**src/rtl/conv_seq_pkg.sv**
```systemverilog
// Shared types and width helpers for the convolutional layer frame sequencer.
package conv_seq_pkg;

    typedef enum logic [1:0] {
        IDLE  = 2'd0,
        RUN   = 2'd1,
        DRAIN = 2'd2
    } seq_state_t;

    // Bits needed to hold values 0..n-1, never less than one bit.
    function automatic int LOG2(input int n);
        int w;
        w = 1;
        for (int i = 1; i < 31; i++) begin
            if ((1 << i) < n) begin
                w = i + 1;
            end
        end
        return w;
    endfunction

    // Width of the row/column counters for a given image side.
    function automatic int coord_width(input int image_size);
        return LOG2(image_size);
    endfunction

    // Width of the stride-phase counters for a given stride.
    function automatic int phase_width(input int stride);
        return LOG2(stride);
    endfunction

endpackage

```
**src/rtl/window_position_tracker.sv**
```systemverilog
// Row-major pixel position and stride-phase tracking for one frame.
// win_done / last_pixel describe the pixel that would be accepted this cycle.
module window_position_tracker
    import conv_seq_pkg::*;
#(
    parameter int IMAGE_SIZE  = 28,
    parameter int FILTER_SIZE = 3,
    parameter int STRIDE      = 1
) (
    input  logic clk,
    input  logic rst_n,
    input  logic advance,
    input  logic clear,
    output logic win_done,
    output logic last_pixel
);

    localparam int CW = coord_width(IMAGE_SIZE);
    localparam int PW = phase_width(STRIDE);
    localparam logic [CW-1:0] LAST      = CW'(IMAGE_SIZE - 1);
    localparam logic [CW-1:0] FIRST_WIN = CW'(FILTER_SIZE - 1);
    localparam logic [PW-1:0] PH_LAST   = PW'(STRIDE - 1);

    logic [CW-1:0] col;
    logic [CW-1:0] row;
    logic [PW-1:0] col_ph;
    logic [PW-1:0] row_ph;

    // Phase of coordinate coord+1: pinned at 0 until the first full window
    // position, then a wrap-around count so no modulo hardware is needed.
    function automatic logic [PW-1:0] next_phase(input logic [CW-1:0] coord,
                                                 input logic [PW-1:0] ph);
        if (coord < FIRST_WIN) begin
            return '0;
        end else if (ph == PH_LAST) begin
            return '0;
        end else begin
            return ph + 1'b1;
        end
    endfunction

    // Position and phase counters advance once per accepted pixel.
    always_ff @(posedge clk or negedge rst_n) begin
        if (!rst_n) begin
            col    <= '0;
            row    <= '0;
            col_ph <= '0;
            row_ph <= '0;
        end else if (clear) begin
            col    <= '0;
            row    <= '0;
            col_ph <= '0;
            row_ph <= '0;
        end else if (advance) begin
            if (col == LAST) begin
                col    <= '0;
                col_ph <= '0;
                if (row == LAST) begin
                    row    <= '0;
                    row_ph <= '0;
                end else begin
                    row    <= row + 1'b1;
                    row_ph <= next_phase(row, row_ph);
                end
            end else begin
                col    <= col + 1'b1;
                col_ph <= next_phase(col, col_ph);
            end
        end
    end

    assign win_done   = (row >= FIRST_WIN) && (col >= FIRST_WIN) &&
                        (row_ph == '0) && (col_ph == '0);
    assign last_pixel = (row == LAST) && (col == LAST);

endmodule

```
**src/rtl/conv_layer_sequencer.sv**
```systemverilog
// Frame sequencer feeding a convolutional layer under ready/valid flow control.
// Optional consistency checker enabled by defining CONV_SEQ_CHECK_EN.
module conv_layer_sequencer
    import conv_seq_pkg::*;
#(
    parameter int IMAGE_SIZE  = 28,
    parameter int FILTER_SIZE = 3,
    parameter int STRIDE      = 1,
    parameter int D_WIDTH     = 8,
    parameter int D_CHANNELS  = 1,
    parameter int Q_WIDTH     = 16,
    parameter int Q_CHANNELS  = 4
) (
    input  logic                             clk,
    input  logic                             rst_n,
    input  logic                             start,
    input  logic [D_WIDTH*D_CHANNELS-1:0]    in_data,
    input  logic                             in_valid,
    output logic                             in_ready,
    output logic [D_WIDTH*D_CHANNELS-1:0]    layer_in_data,
    output logic                             layer_clk_en,
    input  logic [Q_WIDTH*Q_CHANNELS-1:0]    layer_out_data,
    input  logic                             layer_valid,
    output logic [Q_WIDTH*Q_CHANNELS-1:0]    out_data,
    output logic                             out_valid,
    input  logic                             out_ready,
    output logic                             busy,
    output logic                             frame_done,
    output logic                             seq_err
);

    seq_state_t state;
    seq_state_t state_next;
    logic       win_pend;
    logic       cap;
    logic       accept;
    logic       win_done;
    logic       last_pixel;
    logic       frame_start;

    // A finished window is taken into the output register whenever that
    // register is empty or being emptied this cycle.
    assign cap          = win_pend && (!out_valid || out_ready);
    assign in_ready     = (state == RUN) && (!win_pend || cap);
    assign accept       = in_valid && in_ready;
    assign layer_clk_en = accept;
    assign layer_in_data = in_data;
    assign busy         = (state != IDLE);
    assign frame_start  = (state == IDLE) && start;

    window_position_tracker #(
        .IMAGE_SIZE (IMAGE_SIZE),
        .FILTER_SIZE(FILTER_SIZE),
        .STRIDE     (STRIDE)
    ) u_tracker (
        .clk       (clk),
        .rst_n     (rst_n),
        .advance   (accept),
        .clear     (frame_start),
        .win_done  (win_done),
        .last_pixel(last_pixel)
    );

    // Next-state decode; frame_done marks the DRAIN to IDLE transition.
    always_comb begin
        state_next = state;
        frame_done = 1'b0;
        case (state)
            IDLE:  if (start) state_next = RUN;
            RUN:   if (accept && last_pixel) state_next = DRAIN;
            DRAIN: begin
                if (!win_pend && !out_valid) begin
                    state_next = IDLE;
                    frame_done = 1'b1;
                end
            end
            default: state_next = IDLE;
        endcase
    end

    // Sequencer state register.
    always_ff @(posedge clk or negedge rst_n) begin
        if (!rst_n) begin
            state <= IDLE;
        end else begin
            state <= state_next;
        end
    end

    // Pending-window flag and one-entry output register.
    always_ff @(posedge clk or negedge rst_n) begin
        if (!rst_n) begin
            win_pend  <= 1'b0;
            out_valid <= 1'b0;
            out_data  <= '0;
        end else begin
            if (accept && win_done) begin
                win_pend <= 1'b1;
            end else if (cap) begin
                win_pend <= 1'b0;
            end
            if (cap) begin
                out_valid <= 1'b1;
                out_data  <= layer_out_data;
            end else if (out_ready) begin
                out_valid <= 1'b0;
            end
        end
    end

`ifdef CONV_SEQ_CHECK_EN
    localparam int PCW = LOG2(IMAGE_SIZE * IMAGE_SIZE + 1);
    localparam logic [PCW-1:0] PIX_TOTAL = PCW'(IMAGE_SIZE * IMAGE_SIZE);

    logic           acc_d;
    logic [PCW-1:0] pix_cnt;

    // Sticky checker: layer valid must track the window flag one cycle after
    // each acceptance, and each frame must consume exactly one full image.
    always_ff @(posedge clk or negedge rst_n) begin
        if (!rst_n) begin
            acc_d   <= 1'b0;
            pix_cnt <= '0;
            seq_err <= 1'b0;
        end else begin
            acc_d <= accept;
            if (frame_start) begin
                pix_cnt <= '0;
            end else if (accept) begin
                pix_cnt <= pix_cnt + 1'b1;
            end
            if (acc_d && (layer_valid != win_pend)) begin
                seq_err <= 1'b1;
            end
            if (frame_done && (pix_cnt != PIX_TOTAL)) begin
                seq_err <= 1'b1;
            end
        end
    end
`else
    logic unused_layer_valid;
    assign unused_layer_valid = layer_valid;
    assign seq_err = 1'b0;
`endif

endmodule

```
**config.mk**
```make
export PLATFORM = sky130hd
export DESIGN_NAME = conv_layer_sequencer
export DESIGN_NICKNAME = d
export VERILOG_FILES = /design/src/rtl/conv_seq_pkg.sv /design/src/rtl/window_position_tracker.sv /design/src/rtl/conv_layer_sequencer.sv
export SDC_FILE = /design/constraint.sdc
export NUM_CORES = 1
export LEC_CHECK = 0
export CAP_MARGIN = 20
export CORE_MARGIN = 2
export CORE_UTILIZATION = 35
export DETAILED_ROUTE_END_ITERATION = 8
export PLACE_DENSITY = 0.8
export SETUP_SLACK_MARGIN = 0.3
export SYNTH_ARGS = -nofsm -noshare
export SYNTH_HDL_FRONTEND = slang
export SYNTH_SLANG_ARGS = --single-unit
```
**constraint.sdc**
```tcl
create_clock -name clk -period 1.7 [get_ports clk]
set_input_delay 0.51 -clock clk [delete_from_list [all_inputs] [get_ports clk]]
set_output_delay 0.51 -clock clk [all_outputs]
set_load 0.005 [all_outputs]
```
==> flow_summary_export.csv, run 1 <==
group,metric,value,unit
outcome,outcome,"complete, but fails checks",
outcome,violations,"negative setup slack",
timing,finalSetupViolations,45,
clock_network,h-tree-depth,3,
power,power.leakage,3.35,nW
critical_path,cp_slowest_cell,"dfrtp_1",
finish,layout.nets,539,
die,ios,156,
critical_path,path_max_fanout,2,
timing,rsz0062_at_grt,"yes",
die,initial_utilization,35.5,%
synth,yosys.area.top_type,"dfrtp_1",
synth,syn_area,0.00324,mm2
route,avgRoutedWirePerCell,18.3,um
critical_path,endpoint_kind,"primary output",
finish,postLayoutCellArea,0.00604,mm2
job,timing.max_cap.violations,0,
timing,fin_skew,0.00573,ns
critical_path,critPathRequiredTime,1.19,ns
route,wirelength,10.5,mm
die,die_y,100,um
timing,fmax,558,MHz
power,power.total,4.22,mW
clock_network,root_buffer,"clkbuf_8",
route,drt_iter0_drc,53,
timing,finalCritPeriodShare,105,%
placed_design,dp_hpwl,5.46,mm
grt,grt_usage,20.1,%
synth,synth_common_cells,"dfrtp_1, mux2_1, buf_4, nand2_1, nor2_1",
synth,seq_area_frac_synth,60.3,%
clock_network,clk-insertion-delay-late,0.34,ns
placed_design,io_buffers,137,
synth,yosys_most_used_dff,"dfrtp_1",
synth,synth-async-reset-ratio,100,%
critical_path,path_cells,"buf_6 -> and3b_2 -> nor2_1 -> buf_2",
finish,post-route-util,66.3,%
synth,synth_area_leaders,"dfrtp_1, mux2_1, buf_4",
critical_path,criticalPathCategory,"reg2out",
synth,synth_cells,229,
timing,period_needed,1.79,ns
grt,grt_pass1_wl,15.4,mm
placed_design,place_area,0.00483,mm2
timing,finalHoldViolCount,0,
clock_network,clkTransAtPathRegs,0.08,ns
min_path,hold_class,"in2async",
synth,synth_enable_flop_cells,0,
critical_path,cp_slowest_stage_delay,0.40,ns
die,rows,35,
timing,hold-worst-slack,0.172,ns
finish,syn2layout_area_growth,86.5,%
route,via_count,2774,
critical_path,critPathBufInv,2,
finish,drive_gt1_share,60.5,%
route,vias_per_cell,4.85,
finish,diodes,0,
grt,grt_overflow,0,
timing,worst_slack,-0.0927,ns
grt,grt_pass1_vias,2846,
clock_network,cts_tree,"yes",
timing,finalMaxSlewViolations,0,
synth,synth_warnings,0,
clock_network,clock_sinks,78,
synth,synth_most_common_cell,"dfrtp_1",
die,core_area,0.00911,mm2
critical_path,crit_arrival,1.28,ns
grt,antenna_found_initial,0,
synth,synth_area_per_cell,14.1,um2
clock_network,cts_buffer_depth,2,
route,drc,0,
grt,grt_max_degree,79,
critical_path,crit_path_start_kind,"register",
die,dieArea,0.0100,mm2
route,drtAntennaViolNets,0,
critical_path,path_delay_family,"flip-flops",
clock_network,cts_hold_buf,0,
synth,synth_top_area_share,60.3,%
synth,synth_cell_types,35,
clock_network,cts_made_buffers,9,
synth,ys_seq_elements,78,
power,p_per_area,699,mW/mm2
power,ir_drop,0.373,mV
synth,syn-num-nets,311,
route,firstDrtPassIters,4,
placed_design,gp_congestion,0.871,
timing,finalSetupTns,-1.99,ns
die,die_x,100,um
-- per-stage QoR --
stage / setup slack (ns) / instances
after detailed placement: -0.643 / 481
after CTS: -0.101 / 532
after floorplan: 0.0678 / 229
after global routing: -0.153 / 572
after global placement: -0.621 / 481
final: -0.0927 / 572
-- sequential cells by signal (all words and copies together), names as in the netlist --
| register | count |
|---|---|
| u_tracker.col | 5 |
| win_pend | 1 |
| u_tracker.row | 5 |
| state | 2 |
| out_data | 64 |
| out_valid | 1 |
-- report_power, final --
part           leakage (nW)  switching, mW  internal [mW]
clock                0.0990          0.695          0.825
combinational          2.17          0.295          0.456
sequential             1.08         0.0471           1.90
-- per-layer routing --
layer | vias up | share of wire [%] | track usage [%]
met5 | - | 0 | 0
met4 | 0 | 1.1 | 6.74
met3 | 15 | 5.8 | 4.11
met2 | 98 | 51 | 33.6
met1 | 1398 | 42 | 26.2
li1 | 1263 | - | -
-- repair_timing --
item | in CTS | in global routing
buffers inserted | 27 | 39
resized for setup | 388 | 24
cloned | 9 | 1
setup endpoints to repair | 144 | 136
pin swaps | 20 | 8
-- path summary, 6_finish.rpt --
| kind | start | slack (ns) | endpoint | cells after the start |
|---|---|---|---|---|
| min in group clk | out_data[34] | 0.50 | out_data[34] | 1 |
| max in group asynchronous | rst_n | 1.18 | u_tracker.col[2] | 2 |
| worst max register to register | out_valid | -0.08 | out_data[63] | 8 |
| worst min-delay path | rst_n | 0.17 | out_data[40] | 2 |
| worst max-delay path | out_valid | -0.09 | in_ready | 4 |
| worst min register to register | out_data[34] | 0.50 | out_data[34] | 1 |
-- cell type report --
| cell class | instances | area (um2) |
|---|---|---|
| Fill cell | 653 | 3070 |
| Timing Repair Buffer | 233 | 2130 |
| Sequential cell | 78 | 1950 |
| Multi-Input combinational cell | 132 | 1590 |
| Tap cell | 111 | 139 |
| Clock buffer | 10 | 128 |
| Clock inverter | 5 | 83.8 |
| Inverter | 3 | 13.8 |
-- cell usage in the layout (no fill, tap or decap), types with 2 or more instances in the layout --
cell type / instances
or4_4: 3
nand2_1: 7
dfrtp_1: 78
nor2_1: 6
clkbuf_8: 9
a21oi_1: 2
buf_12: 8
and3b_2: 2
nand2b_4: 2
nand2b_1: 4
clkinvlp_4: 2
nor2_4: 3
inv_1: 2
buf_16: 8
mux2i_1: 2
dlygate4sd2_1: 2
ha_1: 2
mux2_1: 2
bufinv_16: 2
a21oi_2: 5
buf_6: 22
mux2_4: 62
nand3_4: 2
buf_2: 68
buf_4: 58
o21ai_0: 2
clkdlybuf4s50_1: 65
o21ai_2: 2
-- logic make-up after synthesis --
logic type                 count (synthesis)  synth area share, %
other                                      1                0.116
AOI/OAI and AO/OA                         17                 3.17
DFF                                       78                 60.3
muxes                                     66                 22.9
adders and majority gates                  4                 1.55
buffers and inverters                     19                 3.48
and+or+nand+nor                           44                 8.47
Power figures use the tool's default switching activity.
==> run 2, diff against run 1 <==
- GPL_TIMING_DRIVEN: not set -> 1
==> results of run 2 <==
No change in the layout: final DEF, timing and power equal those of run 1.
==> variant 1, RTL diff (settings of run 2) <==
Re-encode `seq_state_t` (3 states) as one-hot, 3 bits wide.
--- a/src/rtl/conv_seq_pkg.sv
+++ b/src/rtl/conv_seq_pkg.sv
@@ -1,10 +1,10 @@
 // Shared types and width helpers for the convolutional layer frame sequencer.
 package conv_seq_pkg;
 
-    typedef enum logic [1:0] {
-        IDLE  = 2'd0,
-        RUN   = 2'd1,
-        DRAIN = 2'd2
+    typedef enum logic [2:0] {
+        IDLE  = 3'b001,
+        RUN   = 3'b010,
+        DRAIN = 3'b100
     } seq_state_t;
 
     // Bits needed to hold values 0..n-1, never less than one bit.
Function: same outputs for any inputs over 10 cycles, from zero or initial values and one cycle with rst_n low; not proved beyond that.
==> variant 1 against run 2 <==
- the flow still finishes with violations (negative setup slack)
- final area shrank 3.9%
- global-route usage fell by 0.87 points
- setup slack worse by 190 ps
- sequential cell count increased by 1
- area after synthesis increased by 2.4%
- wire length fell by 5.7%
- non-clock buffer count down 19
- critical endpoint unchanged
- highest routed layer unchanged
Power is not compared: it rests on default switching activity, and its combinational part moved more than twofold at a synthesized area within 25%.
==> variant 1: results (changes against run 2) <==
| Metric | Value |
|---|---|
| Dpl hpwl | `5910 um (was 5460 um)` |
| Postcts setup bufs | `19 (was 27)` |
| WL per Instance | `17.6 um (was 18.3 um)` |
| Clock buffer count from CTS | `9 (unchanged)` |
| Reg2Reg Depth | `6 (was 8)` |
| DP Area | `4910 um2 (was 4830 um2)` |
| Iter 0 DRT Violations | `47 (was 53)` |
| Seq cells post-synth | `79 (was 78)` |
| Met2 WL | `4980 um (was 5310 um)` |
| FF-to-FF setup slack | `-240 ps (was -80 ps)` |
| Failing checks | `negative setup slack (unchanged)` |
| Fraction of layout cells with a size suffix above 1 | `55.9% (was 60.5%)` |
| Vias in the first global route | `2869 (was 2846)` |
| Critical Path Fanout Max | `3 (was 2)` |
| Skew final | `14.3 ps (was 5.73 ps)` |
| Clock Path Buffers | `2 (unchanged)` |
| Clkbuf count | `11 (was 10)` |
| Most common library cells after synthesis | `dfrtp_1 (78), mux2_1 (33), mux2_2 (31) (was dfrtp_1 (78), mux2_1 (64), buf_4 (9), nand2_1 (9), nor2_1 (9))` |
| Bufs w/o clock | `214 (was 233)` |
| First-pass GRT wire length | `15100 um (was 15400 um)` |
| Largest net degree at the start of global routing | `30 (was 79)` |
| Syn Nets | `317 (was 311)` |
| Overall Global Routing Usage | `19.3% (was 20.1%)` |
| Critical Path AT | `1470 ps (was 1280 ps)` |
| Unique masters post-synth | `43 (was 35)` |
| Pre-antenna DRT Iters | `4 (unchanged)` |
| Status | `finished with violations (unchanged)` |
| Multi-input gate share of total cell area | `26.9% (was 26.3%)` |
| Dpl cells | `485 (was 481)` |
| Number of ordinary inverters in the final layout | `4 (was 3)` |
| Met3 routed WL | `504 um (was 609 um)` |
| Via density | `4.92 (was 4.85)` |
| CTS resizes | `375 (was 388)` |
| Number of standard cells after synthesis | `235 (was 229)` |
| Setup tns final | `-1960 ps (was -1990 ps)` |
| Vias | `2753 (was 2774)` |
| Gpl congestion | `0.828 (was 0.871)` |
| Final net count | `526 (was 539)` |
| CP top delay family | `simple AND/OR/NAND/NOR gates (was flip-flops)` |
| Sequential share of cell area | `34.2% (was 32.3%)` |
| Biggest regs | `out_data (64), u_tracker.col (5), u_tracker.row (5) (unchanged)` |
| Main synth FF type | `dfrtp_1 (unchanged)` |
| Clk tree area frac | `3.71% (was 3.50%)` |
| Wl on met1 | `4200 um (was 4430 um)` |
| Final WS setup | `-281 ps (was -92.7 ps)` |
| Leak | `around 0.0032 uW` |
| Syn Area/Cell | `14.1 um2 (about the same)` |
| Seq/Total Area, Yosys | `59.7% (was 60.3%)` |
| Endpoints failing setup | `14 (was 45)` |
| Multi-input comb cells | `136 (was 132)` |
| Grt met3 use | `4.07% (was 4.11%)` |
variant 1: final timing paths:
check | to
setup / recovery | in_ready
hold reg to reg | out_data[55]$_DFFE_PN0P_
setup reg to reg | u_tracker.row[2]$_DFFE_PN0P_
max in group asynchronous | out_data[21]$_DFFE_PN0P_
min in group clk | out_data[55]$_DFFE_PN0P_
hold / removal | out_data[53]$_DFFE_PN0P_
variant 1: cells by family after synthesis:
kind of cell / synth area share (%)
DFF: 59.7
muxes: 22.1
and+or+nand+nor: 8.76
buffers and inverters: 3.63
AOI/OAI and AO/OA: 3.93
adders and majority gates: 1.51
other: 0.113
xor gates and xnor gates: 0.264
variant 1: metrics by stage:
step / power [uW] / util [%] / worst slack, ps
3_5_place_dp: 4810 / 53.4 / -655
3_3_place_gp: 4720 / 53.4 / -604
2_1_floorplan: 3520 / - / 20.7
5_1_grt: 7380 / 63.1 / -326
6_report: 7000 / 63.1 / -281
4_1_cts: 6740 / 59.9 / -304
==> variant 2, RTL diff (flow settings as in run 2) <==
Without the edit above. Build with the macro `CONV_SEQ_CHECK_EN` defined.
--- a/src/rtl/conv_layer_sequencer.sv
+++ b/src/rtl/conv_layer_sequencer.sv
@@ -1,5 +1,7 @@
 // Frame sequencer feeding a convolutional layer under ready/valid flow control.
 // Optional consistency checker enabled by defining CONV_SEQ_CHECK_EN.
+`define CONV_SEQ_CHECK_EN
+
 module conv_layer_sequencer
     import conv_seq_pkg::*;
 #(
Function: changed (Yosys sat finds a counterexample within 4 cycles, from zero or initial values and one cycle with rst_n low).
==> variant 2 against run 2 <==
- the flow still finishes with violations (negative setup slack)
- global-route usage is 1.3 points lower
- final area up 8.6%
- setup slack improved by 11 ps
- cell count up 15%
- area after synthesis is 18% higher
- register-to-register slack gained 70 ps
- sequential cell count up 12
- sequential share of layout area up 2.1 points
- wire length grew 10%
- critical path type unchanged
- critical endpoint is now layer_clk_en
- highest routed layer unchanged
Power is not compared: it rests on default switching activity, and its combinational part moved more than twofold at a synthesized area within 25%.
==> variant 2: results (changes against run 2) <==
| Metric | Value |
|---|---|
| Met2 WL | `5690 um (was 5310 um)` |
| Setup tns final | `-289 ps (was -1990 ps)` |
| Seq/Total Area, Yosys | `58.8% (was 60.3%)` |
| Skew final | `11.4 ps (was 5.73 ps)` |
| Biggest regs | `out_data (64), pix_cnt (10) (was out_data (64), u_tracker.col (5), u_tracker.row (5))` |
| Overall Global Routing Usage | `18.9% (was 20.1%)` |
| Dpl hpwl | `6790 um (was 5460 um)` |
| Syn Nets | `375 (was 311)` |
| FF-to-FF setup slack | `-10 ps (was -80 ps)` |
| Vias in the first global route | `3319 (was 2846)` |
| Dpl cells | `571 (was 481)` |
| Status | `finished with violations (unchanged)` |
| FF/Latch Area | `2260 um2 (was 1950 um2)` |
| Endpoints failing setup | `5 (was 45)` |
| Fraction of layout cells with a size suffix above 1 | `54.7% (was 60.5%)` |
| Critical Path Fanout Max | `3 (was 2)` |
| Grt met3 use | `5.18% (was 4.11%)` |
| Syn Area/Cell | `13.2 um2 (was 14.1 um2)` |
| Final WS setup | `-81.9 ps (was -92.7 ps)` |
| Unique masters post-synth | `41 (was 35)` |
| Most common library cells after synthesis | `dfrtp_1 (90), mux2_2 (64), nor2_1 (13) (was dfrtp_1 (78), mux2_1 (64), buf_4 (9), nand2_1 (9), nor2_1 (9))` |
| Fin Hold WS | `188 ps (was 172 ps)` |
| Met2 GRT Util | `32.0% (was 33.6%)` |
| Met3 routed WL | `871 um (was 609 um)` |
| DP Area | `5490 um2 (was 4830 um2)` |
| Wirelength, routed | `11500 um (was 10500 um)` |
| Port bufs | `139 (was 137)` |
| WL per Instance | `17.5 um (was 18.3 um)` |
| Filler instances | `849 (was 653)` |
| Wl on met1 | `4760 um (was 4430 um)` |
| Gpl congestion | `0.858 (was 0.871)` |
| Final net count | `596 (was 539)` |
| Vias | `3194 (was 2774)` |
| Failing checks | `negative setup slack (unchanged)` |
| First-pass GRT wire length | `17000 um (was 15400 um)` |
| Worst reg2reg path endpoint | `u_tracker.col[4]$_DFFE_PN0P_ (was out_data[63]$_DFFE_PN0P_)` |
| Iter 0 DRT Violations | `124 (was 53)` |
==> variant 2: cell count changes after synthesis, sizes merged, moves of 3 or more <==
cell and delta:
dfrtp +12, inv +6, nand2b -3, nand3 +7, nand4 +5, nor2 +4
nor3 +4, o21ai +5, or3 +3, xnor2 +4, xor2 +3
==> variant 2: area by class of cell <==
cell class | count | area share (%)
sequential | 90 | 34.5
timing repair buffer | 229 | 30.7
multi-input combinational | 173 | 28.3
tap | 140 | 2.67
clock buffer | 11 | 2.16
clock inverter | 5 | 1.18
inverter | 9 | 0.515
==> variant 2: repair_timing <==
item                                    CTS  global route
buffers inserted                         25            39
pin swaps                                25            15
endpoints found under the setup margin  157           151
resized for setup                       408            27
gates cloned                              6             0
==> variant 2: worst max-delay path by stage <==
stage / end / slack [ps] / cells after the start
after floorplan: u_tracker.row[3]$_DFFE_PN0P_ / 190 / 5
after global placement: in_ready / -700 / 4
after detailed placement: in_ready / -710 / 4
after CTS: frame_done / -140 / 3
after global routing: frame_done / -130 / 4
final: layer_clk_en / -80 / 5
==> variant 2: cell families (layout without fill, tap and decap cells) <==
family,after synthesis,count (layout),synth area share (%)
XOR/XNOR,7,7,1.60
flip-flops,90,90,58.8
adder cells (fa/ha/maj),6,6,1.96
buffers and inverters,28,254,4.15
AND/OR/NAND/NOR,70,70,10.4
AO/OA/AOI/OAI,25,25,3.92
multiplexers,65,65,19.1
==> variant 2: where the power goes <==
| part | internal (uW) | total [uW] | switching, uW |
|---|---|---|---|
| Clock | 864 | 1600 | 733 |
| Combinational | 1790 | 2720 | 924 |
| Sequential | 2740 | 3140 | 400 |
==> variant 2: critical path: stages (launching register included) <==
cell,delay (ps)
dfrtp_2,440
buf_6,140
nand3b_1,120
nand2_2,70
inv_2,50
buf_2,100
